==> src/rtl/hazard_stall_ctrl.sv <==
// Stall/flush sequencer for the 5-stage pipeline: load-use, taken branch and data-memory wait hazards,
// plus a memory-wait watchdog and saturating performance counters. Control outputs are combinational.
module hazard_stall_ctrl #(
    parameter int MEM_TIMEOUT = 16,
    parameter int CNT_W       = 16
) (
    input  logic             clk,
    input  logic             reset,
    input  logic [4:0]       id_rs1,
    input  logic [4:0]       id_rs2,
    input  logic             id_use_rs1,
    input  logic             id_use_rs2,
    input  logic             ex_mem_read,
    input  logic [4:0]       ex_rd,
    input  logic             ex_branch_taken,
    input  logic             mem_req,
    input  logic             mem_ready,
    output logic             pc_stall,
    output logic             if_id_stall,
    output logic             if_id_flush,
    output logic             id_ex_stall,
    output logic             id_ex_flush,
    output logic             ex_mem_stall,
    output logic             fault,
    output logic [CNT_W-1:0] lu_cnt,
    output logic [CNT_W-1:0] br_cnt,
    output logic [CNT_W-1:0] mw_cnt
);

    localparam int WC_W = $clog2(MEM_TIMEOUT + 1);
    localparam logic [WC_W-1:0] WC_LAST = WC_W'(MEM_TIMEOUT - 1);

    typedef enum logic [1:0] {
        RUN,
        MEM_WAIT,
        FAULT
    } state_t;

    state_t           state_q, state_d;
    logic [WC_W-1:0]  wait_cnt_q, wait_cnt_d;
    logic             fault_q, fault_d;
    logic [CNT_W-1:0] lu_cnt_q, lu_cnt_d;
    logic [CNT_W-1:0] br_cnt_q, br_cnt_d;
    logic [CNT_W-1:0] mw_cnt_q, mw_cnt_d;

    logic freeze;
    logic load_use;
    logic lu_issue;
    logic br_issue;

    function automatic logic [CNT_W-1:0] sat_inc(input logic [CNT_W-1:0] v, input logic en);
        return (en && (v != {CNT_W{1'b1}})) ? v + CNT_W'(1) : v;
    endfunction

    always_comb begin
        freeze   = ((state_q == RUN) && mem_req && !mem_ready)
                 || ((state_q == MEM_WAIT) && !mem_ready)
                 || (state_q == FAULT);
        load_use = ex_mem_read && (ex_rd != 5'd0)
                 && ((id_use_rs1 && (id_rs1 == ex_rd)) || (id_use_rs2 && (id_rs2 == ex_rd)));

        pc_stall     = 1'b0;
        if_id_stall  = 1'b0;
        if_id_flush  = 1'b0;
        id_ex_stall  = 1'b0;
        id_ex_flush  = 1'b0;
        ex_mem_stall = 1'b0;
        lu_issue     = 1'b0;
        br_issue     = 1'b0;

        // A hazard masked by a freeze stays in the held stage registers and resurfaces on release.
        if (!reset) begin
            if (freeze) begin
                pc_stall     = 1'b1;
                if_id_stall  = 1'b1;
                id_ex_stall  = 1'b1;
                ex_mem_stall = 1'b1;
            end else if (ex_branch_taken) begin
                if_id_flush = 1'b1;
                id_ex_flush = 1'b1;
                br_issue    = 1'b1;
            end else if (load_use) begin
                pc_stall    = 1'b1;
                if_id_stall = 1'b1;
                id_ex_flush = 1'b1;
                lu_issue    = 1'b1;
            end
        end

        state_d    = state_q;
        wait_cnt_d = wait_cnt_q;
        case (state_q)
            RUN: begin
                if (mem_req && !mem_ready) begin
                    state_d    = MEM_WAIT;
                    wait_cnt_d = WC_W'(1);
                end
            end
            MEM_WAIT: begin
                if (mem_ready) begin
                    state_d    = RUN;
                    wait_cnt_d = '0;
                end else if (wait_cnt_q == WC_LAST) begin
                    state_d = FAULT;
                end else begin
                    wait_cnt_d = wait_cnt_q + WC_W'(1);
                end
            end
            FAULT:   state_d = FAULT;
            default: state_d = RUN;
        endcase

        fault_d  = (state_d == FAULT);
        lu_cnt_d = sat_inc(lu_cnt_q, lu_issue);
        br_cnt_d = sat_inc(br_cnt_q, br_issue);
        mw_cnt_d = sat_inc(mw_cnt_q, freeze && (state_q != FAULT));
    end

    always_ff @(posedge clk) begin
        if (reset) begin
            state_q    <= RUN;
            wait_cnt_q <= '0;
            fault_q    <= 1'b0;
            lu_cnt_q   <= '0;
            br_cnt_q   <= '0;
            mw_cnt_q   <= '0;
        end else begin
            state_q    <= state_d;
            wait_cnt_q <= wait_cnt_d;
            fault_q    <= fault_d;
            lu_cnt_q   <= lu_cnt_d;
            br_cnt_q   <= br_cnt_d;
            mw_cnt_q   <= mw_cnt_d;
        end
    end

    assign fault  = fault_q;
    assign lu_cnt = lu_cnt_q;
    assign br_cnt = br_cnt_q;
    assign mw_cnt = mw_cnt_q;

endmodule

==> config.mk <==
export PLATFORM = sky130hd
export DESIGN_NAME = hazard_stall_ctrl
export DESIGN_NICKNAME = d
export VERILOG_FILES = /design/src/rtl/hazard_stall_ctrl.sv
export SDC_FILE = /design/constraint.sdc
export NUM_CORES = 1
export LEC_CHECK = 0
export BUFFER_PORTS_ARGS = -buffer_cell sky130_fd_sc_hd__buf_2
export CORE_ASPECT_RATIO = 1.1
export CORE_MARGIN = 5
export CORE_UTILIZATION = 30
export DETAILED_ROUTE_END_ITERATION = 10
export SLEW_MARGIN = 40
export SYNTH_ARGS = -nofsm -noshare
export SYNTH_HDL_FRONTEND = slang
export SYNTH_SLANG_ARGS = --single-unit
==> constraint.sdc <==
create_clock -name clk -period 3 [get_ports clk]
set_clock_uncertainty 0.1 [all_clocks]
set_input_delay 0.6 -clock clk [delete_from_list [all_inputs] [get_ports clk]]
set_output_delay 0.6 -clock clk [all_outputs]
set_load 0.02 [all_outputs]
# Word-level counts from Yosys, hierarchy flattened
# Index checks and enable logic that the tools add are counted.
# classes
muxes,22
add_sub_neg,4
reduce_logical,20
n_eq_ne,12
# op_table
cell,count
16-bit by 1-bit adder with 16-bit output (second input constant),3
16-bit != test (second input constant),3
5-bit 2-to-1 mux,3
1-bit 2-to-1 mux,14
1-bit logical AND,12
5-bit equality test,2
5-bit one-hot mux with 2 select lines,1
2-bit 2-to-1 mux,3
2-bit one-hot mux with 3 select lines,1
5-bit by 1-bit adder with 5-bit output (second input constant),1
5-bit by 4-bit equality test with 1-bit output (second input constant),1
5-bit nonzero test,1
2-bit equality test (second input constant),2
1-bit logical OR,3
3-bit != test (second input constant),1
3-bit AND reduction,1
2-bit by 1-bit equality test with 1-bit output (second input constant),1
2-bit zero test,1
2-bit by 1-bit != test with 1-bit output (second input constant),1
2-bit != test (second input constant),1
2-bit nonzero test,1
1-bit zero test,1
# word_totals
output_inout_bits,55
wordCells,64
regBits,56
in_bits,23

# Depth between registers and ports, before layout
# Gate-level depths: netlist (run 1).
# logic_depth
word_depth,9
mapped_depth,8
depth_no_buf,8

# Least setup slack after synthesis (run 1)
# OpenSTA, ideal clock, no wires.
# synth_path
kind,input to output
start,in id_rs2[1]
end,out pc_stall
arrival_time_ns,2.057
slack_ns,0.243
t_required_ns,2.300
stages,8
cell_sequence,xnor2_1 -> and2_0 -> a32oi_1 -> buf_2 -> buf_6 -> nor2_1 -> a31o_2 -> buf_4
# synth_between
elab_chain_len,8
# synth_lines
item,line,text
"start, declared",10,"input logic [4:0] id_rs2,"
5-bit equality test,60,&& ((id_use_rs1 && (id_rs1 == ex_rd)) || (id_use_rs2 && (id_rs2 == ex_rd)));
1-bit logical AND,60,
1-bit logical OR,60,
1-bit logical AND,60,
1-bit 2-to-1 mux (4 in series),n/a,
"end, declared",18,"output logic pc_stall,"
# No other way between the ends.

# Worst setup path after layout (run 1)
# layout_path
start,in ex_rd[1]
end,out pc_stall
# layout_between
elab_chain_len,8
# layout_lines
item,line,text
"start, declared",14,"input logic [4:0] ex_rd,"
5-bit equality test,60,
1-bit logical AND,60,
1-bit logical OR,60,
1-bit logical AND (*),60,
1-bit 2-to-1 mux (*),82,end else if (load_use) begin
1-bit 2-to-1 mux (*),78,end else if (ex_branch_taken) begin
1-bit 2-to-1 mux (*),73,if (freeze) begin
1-bit 2-to-1 mux (*),72,if (!reset) begin
# Mark *: on every way between the ends. The rest lies on a longest branch, timed or not.

==> results of run 1 <==
-- cells in the final DEF, fill, tap and decap left out, types with 3 or more instances in the layout --
| master | netlist | layout |
|---|---|---|
| nand2_1 | 19 | 19 |
| dfxtp_1 | 56 | 56 |
| nor4b_1 | 3 | 3 |
| ha_1 | 5 | 5 |
| or4_1 | 10 | 10 |
| o31ai_1 | 6 | 6 |
| and2_1 | 4 | 4 |
| nor3b_1 | 3 | 3 |
| nor4_1 | 6 | 6 |
| o21a_1 | 8 | 8 |
| clkbuf_16 | 0 | 5 |
| buf_2 | 1 | 77 |
| nor2b_1 | 10 | 10 |
| and3_1 | 8 | 8 |
| a211oi_1 | 6 | 6 |
| mux2_2 | 7 | 7 |
| a21oi_1 | 18 | 18 |
| or3_1 | 4 | 4 |
| nand4_1 | 10 | 10 |
| nand3_1 | 16 | 16 |
| xnor2_1 | 10 | 10 |
| nand2b_1 | 4 | 4 |
| buf_4 | 3 | 6 |
| inv_1 | 8 | 8 |
| mux2i_1 | 4 | 4 |
| and4_1 | 7 | 7 |
| nor3_1 | 11 | 11 |
| xor2_1 | 18 | 18 |
| nor2_1 | 43 | 43 |
| o211ai_1 | 4 | 4 |
| o21ai_0 | 7 | 7 |
-- final timing paths --
kind / start / to / slack [ps] / cells past startpoint
min reg2reg: lu_cnt[4]$_SDFFE_PP0P_ / lu_cnt[4]$_SDFFE_PP0P_ / 400 / 2
max reg2reg: state_q[1]$_SDFF_PP0_ / lu_cnt[12]$_SDFFE_PP0P_ / 680 / 6
max: ex_rd[1] / pc_stall / 270 / 6
min: lu_cnt[4]$_SDFFE_PP0P_ / lu_cnt[4]$_SDFFE_PP0P_ / 400 / 2
-- sequential cells by signal, indices dropped and copies added, names as in the netlist --
| signal | flops |
|---|---|
| lu_cnt | 16 |
| fault | 1 |
| br_cnt | 16 |
| mw_cnt | 16 |
| wait_cnt_q | 5 |
| state_q | 2 |
-- layer usage --
layer	wire, um	track usage, %	part of all wire (%)
met3	322	2.82	4.3
met2	3800	21.5	51
met1	3250	14.7	43
met5	0	0	0
met4	156	4.77	2.1
-- where the power goes --
group	total, mW	switching [mW]	internal, mW
registers	0.756	0.00733	0.749
clock network	0.671	0.278	0.393
logic	0.127	0.0786	0.0489
-- through the flow --
stage,area [um^2],power [mW],utilization [%],cells
3_5_place_dp,3590,0.903,35.0,549
3_3_place_gp,3590,0.901,35.0,549
5_1_grt,3760,1.63,36.7,557
2_1_floorplan,3100,0.858,-,358
4_1_cts,3760,1.59,36.7,557
6_report,3760,1.55,36.7,557
-- kinds of logic after synthesis --
logic type               synth area share, %
flip-flops                              36.2
AND/OR/NAND/NOR                         29.9
multiplexers                            4.20
buffers and inverters                   4.04
XOR/XNOR                                7.92
adder cells (fa/ha/maj)                 2.02
AO/OA/AOI/OAI                           15.7
-- final cells by class --
| cell class | instances | area share (%) |
|---|---|---|
| well taps | 123 | 4.10 |
| repair buffers | 83 | 11.5 |
| clock buffers | 5 | 3.33 |
| flip-flops and latches | 56 | 29.8 |
| inverters | 9 | 0.899 |
| clock inverters | 3 | 1.13 |
| multi-input cells | 278 | 49.2 |
-- worst max-delay path: cells and delay by family --
| family | cells | cell delay [ps] |
|---|---|---|
| AO/OA/AOI/OAI | 2 | 510 |
| buffers and inverters | 2 | 280 |
| AND/OR/NAND/NOR | 2 | 640 |
==> run summary, run 1 <==
Outcome -> completed
Via count -> 2875
Full die area -> 12500 um^2
Minimum clock period -> 2730 ps
RSZ-0062 raised after global routing -> no
Pwr/cell area -> 414 nW/um^2
Mapped Avg Cell Area -> 8.65 um^2
Post-synth EDFFs -> 0
GRT overflow -> 0
Reg area -> 1120 um^2
Flops & latches, synth -> 56
Setup crit end kind -> output pin
GP Congestion -> 0.804
Hold Slack -> 397 ps
Most frequent cell after synthesis -> dfxtp_1
GRT Total Usage -> 12.3%
Highest ir drop seen on vdd -> 0.000188 V
Wirelength, routed -> 7.53 mm
Largest net degree at the start of global routing -> 30
Critical Path AT -> 2030 ps
Pleak -> 1.51 nW
Initial antenna violation count -> 0
Slew @ Worst Pin -> 537 ps
CP Class -> in2out
Core Region -> 10200 um^2
Part of the cycle the worst path needs -> 91.0%
Slew headroom -> 63.3%
Fin. Hold Viols -> 0
CTS H-tree lvls -> 2
Die H -> 117 um
CP most frequent cell -> buf_2
CP startpoint kind -> input pin
Slowest CP cell -> or4_1
Total CTS buffers -> 5
HP Class -> reg2reg
DR iter-0 viols -> 55
CTS tree -> done
Mapped cell area -> 3100 um^2
Clock root buffer -> clkbuf_16
Clk slew on worst S/H paths -> 70 ps
Port Buffer Count -> 77
Clock Tree Buf Depth -> 2
Post-route antenna net violation count -> 0
I/O pins -> 78
Gates resized, CTS repair -> 0
CP Max Fanout -> 3
Filler Cells Inserted -> 1090
Final-report setup violation count -> 0
CP cell instances -> buf_2, or4_1, o21ai_0, nor2_1, a31o_2, buf_2
Multi-input gate area -> 1850 um^2
Pre-antenna DRT Iters -> 4
Die X-Extent -> 107 um
Hold-fix buffers, CTS -> 0
Setup WS post-layout -> 270 ps
Synth top area cells -> dfxtp_1, nor2_1, xor2_1, a21oi_1, xnor2_1
Clock sinks -> 56
First-pass GRT wire length -> 12.7 mm
DRC errors left -> 0
Syn Nets -> 386
Seq/Total Area, Yosys -> 36.2%
Via density -> 5.16
Top FF cell, synth -> dfxtp_1
Setup TNS -> 0 ps
Share of synthesized flip-flops with an asynchronous set or reset -> 0%
Critical path's largest stage delay -> 540 ps
Final net count -> 461
Largest area contributor in the netlist -> dfxtp_1
Rows -> 39
Drt wl/cell -> 13.5 um
Post-synth top cells -> dfxtp_1, nor2_1, nand2_1
Worst slack at placement -> 245 ps
Ant diodes -> 0
Starting density of the core -> 30.2%
Peak Freq -> 366 MHz
Number of global-route vias before repair -> 2756
Clock latency reported for the late side of the worst-skew pair -> 300 ps
Yosys warning count -> 0
Top cell type's share of synthesized area -> 36.2%
P&R area growth vs syn -> 21.3%
Req. time, crit path -> 2300 ps
HPWL after DPL -> 5.83 mm
Layout cells sized above 1 -> 25.3%
MaxCap Viol Count -> 0
Cells after synthesis -> 358
Pins Over Slew Limit -> 0
Post-CTS setup buffer count -> 0
Yosys cell types -> 55
Power figures use the tool's default switching activity.
==> inputs of run 2 (changes only) <==
ABC_CLOCK_PERIOD_IN_PS = 3000   (was unset)
CORE_ASPECT_RATIO = unset   (was 1.1)
CORE_MARGIN = unset   (was 5)
==> run summary, run 2 (synthesis gave the netlist of run 1 again) <==
Outcome -> completed
Post-route antenna net violation count -> 0 (unchanged)
Clock sinks -> 56 (unchanged)
Clk slew on worst S/H paths -> 100 ps (+30 ps)
Total CTS buffers -> 5 (unchanged)
Highest ir drop seen on vdd -> 0.000217 V (+16%)
Setup crit end kind -> output pin
Initial antenna violation count -> 0 (unchanged)
Pins Over Slew Limit -> 0 (unchanged)
Req. time, crit path -> 2300 ps (about the same)
Pleak -> 1.48 nW (-2.0%)
CP Max Fanout -> 3 (unchanged)
GRT Total Usage -> 13.5% (+1.2 points)
MaxCap Viol Count -> 0 (unchanged)
HPWL after DPL -> 5.44 mm (-6.7%)
GRT overflow -> 0 (unchanged)
Rows -> 36 (-7.7%)
Pre-antenna DRT Iters -> 4 (unchanged)
Clock Tree Buf Depth -> 2 (unchanged)
Final-report setup violation count -> 0 (unchanged)
CTS tree -> done
Port Buffer Count -> 77 (unchanged)
Slew @ Worst Pin -> 533 ps (-3.96 ps)
Die X-Extent -> 104 um (-3.1%)
Wirelength, routed -> 7.24 mm (-3.9%)
I/O pins -> 78 (unchanged)
Peak Freq -> 370 MHz (+1.1%)
First-pass GRT wire length -> 12.0 mm (-5.2%)
Die H -> 104 um (-11%)
Gates resized, CTS repair -> 0 (unchanged)
Via density -> 5.03 (-2.6%)
Filler Cells Inserted -> 1048 (-3.9%)
Part of the cycle the worst path needs -> 90.0% (-0.99 points)
Ant diodes -> 0 (unchanged)
P&R area growth vs syn -> 19.8%
Number of global-route vias before repair -> 2572 (-6.7%)
CP Class -> in2out
Total power draw -> 1.40 mW (-9.9%)
Full die area -> 10700 um^2 (-14%)
Drt wl/cell -> 12.8 um (-5.4%)
DRC errors left -> 0 (unchanged)
Final Util -> 37.4% (+0.77 points)
CP startpoint kind -> input pin
Clock root buffer -> clkbuf_8
Post-CTS setup buffer count -> 0 (unchanged)
GP Congestion -> 0.788 (-2.0%)
Core Region -> 9910 um^2 (-3.3%)
Starting density of the core -> 31.2% (+1.0 points)
Slew headroom -> 64.1% (+0.86 points)
HP Class -> reg2reg
Final net count -> 460 (-0.22%)
Setup TNS -> 0 ps (unchanged)
RSZ-0062 raised after global routing -> no
Most common cell after layout, fill and taps aside -> buf_2
Fin. Hold Viols -> 0 (unchanged)
DR iter-0 viols -> 100 (+82%)
Hold-fix buffers, CTS -> 0 (unchanged)
Pwr/cell area -> 377 nW/um^2 (-8.8%)
Hold Slack -> 390 ps (-6.67 ps)
Critical Path AT -> 2000 ps (-30 ps)
Largest net degree at the start of global routing -> 40 (+33%)
CTS H-tree lvls -> 2 (unchanged)
Most frequent cells in the layout -> buf_2, dfxtp_1, nor2_1
Via count -> 2846 (-1.0%)
Layout cells sized above 1 -> 25.2% (-0.17 points)
Minimum clock period -> 2700 ps (-29.6 ps)
Clock latency reported for the late side of the worst-skew pair -> 320 ps (+20 ps)
==> run 2: changes by cell type in the layout (fill, tap and decap cells not counted), sizes merged <==
cell / delta
inv: +1
buf: -1
clkinv: -1
==> run 2: worst paths after layout <==
| check | from | endpoint | slack [ps] | cells past startpoint |
|---|---|---|---|---|
| setup / recovery | ex_rd[1] | if_id_stall | 300 | 6 |
| hold / removal | lu_cnt[4]$_SDFFE_PP0P_ | lu_cnt[4]$_SDFFE_PP0P_ | 390 | 2 |
| setup reg to reg | state_q[0]$_SDFF_PP0_ | lu_cnt[15]$_SDFFE_PP0P_ | 740 | 5 |
| hold reg to reg | lu_cnt[4]$_SDFFE_PP0P_ | lu_cnt[4]$_SDFFE_PP0P_ | 390 | 2 |
==> run 2: critical path, stage by stage <==
cell     delay, ps
buf_2          120
or4_1          530
o21ai_0        220
nor2_1         100
a31o_2         270
buf_2          160
==> run 2: metal layers <==
metal | vias to the layer above | part of all wire (%) | GRT usage (%)
met1 | 1343 | 46 | 17.0
met3 | 6 | 3.6 | 2.45
met2 | 44 | 49 | 23.7
met4 | 0 | 0.91 | 3.11
li1 | 1453 | - | -
met5 | - | 0 | 0
==> run 2: final cells by class <==
class                      instances  area [um^2]  area share, %
clock buffer                       5         68.8           1.86
clock inverter                     3         46.3           1.25
inverter                           9         33.8          0.911
multi-input combinational        278         1850           49.9
sequential                        56         1120           30.2
tap                              133          166           4.49
timing repair buffer              82          423           11.4
==> run 2: metrics by stage <==
step                cells  setup slack, ps  area, um^2
detailed placement    558              288        3590
CTS                   566              287        3710
global placement      558              306        3590
global route          566              150        3710
floorplan             358              243        3100
finish                566              300        3710
==> run 2: power breakdown <==
group / total [mW] / internal, mW / switching [mW]
Clock: 0.516 / 0.252 / 0.264
Sequential: 0.757 / 0.749 / 0.00761
Combinational: 0.127 / 0.0480 / 0.0793
Total: 1.40 / 1.05 / 0.351
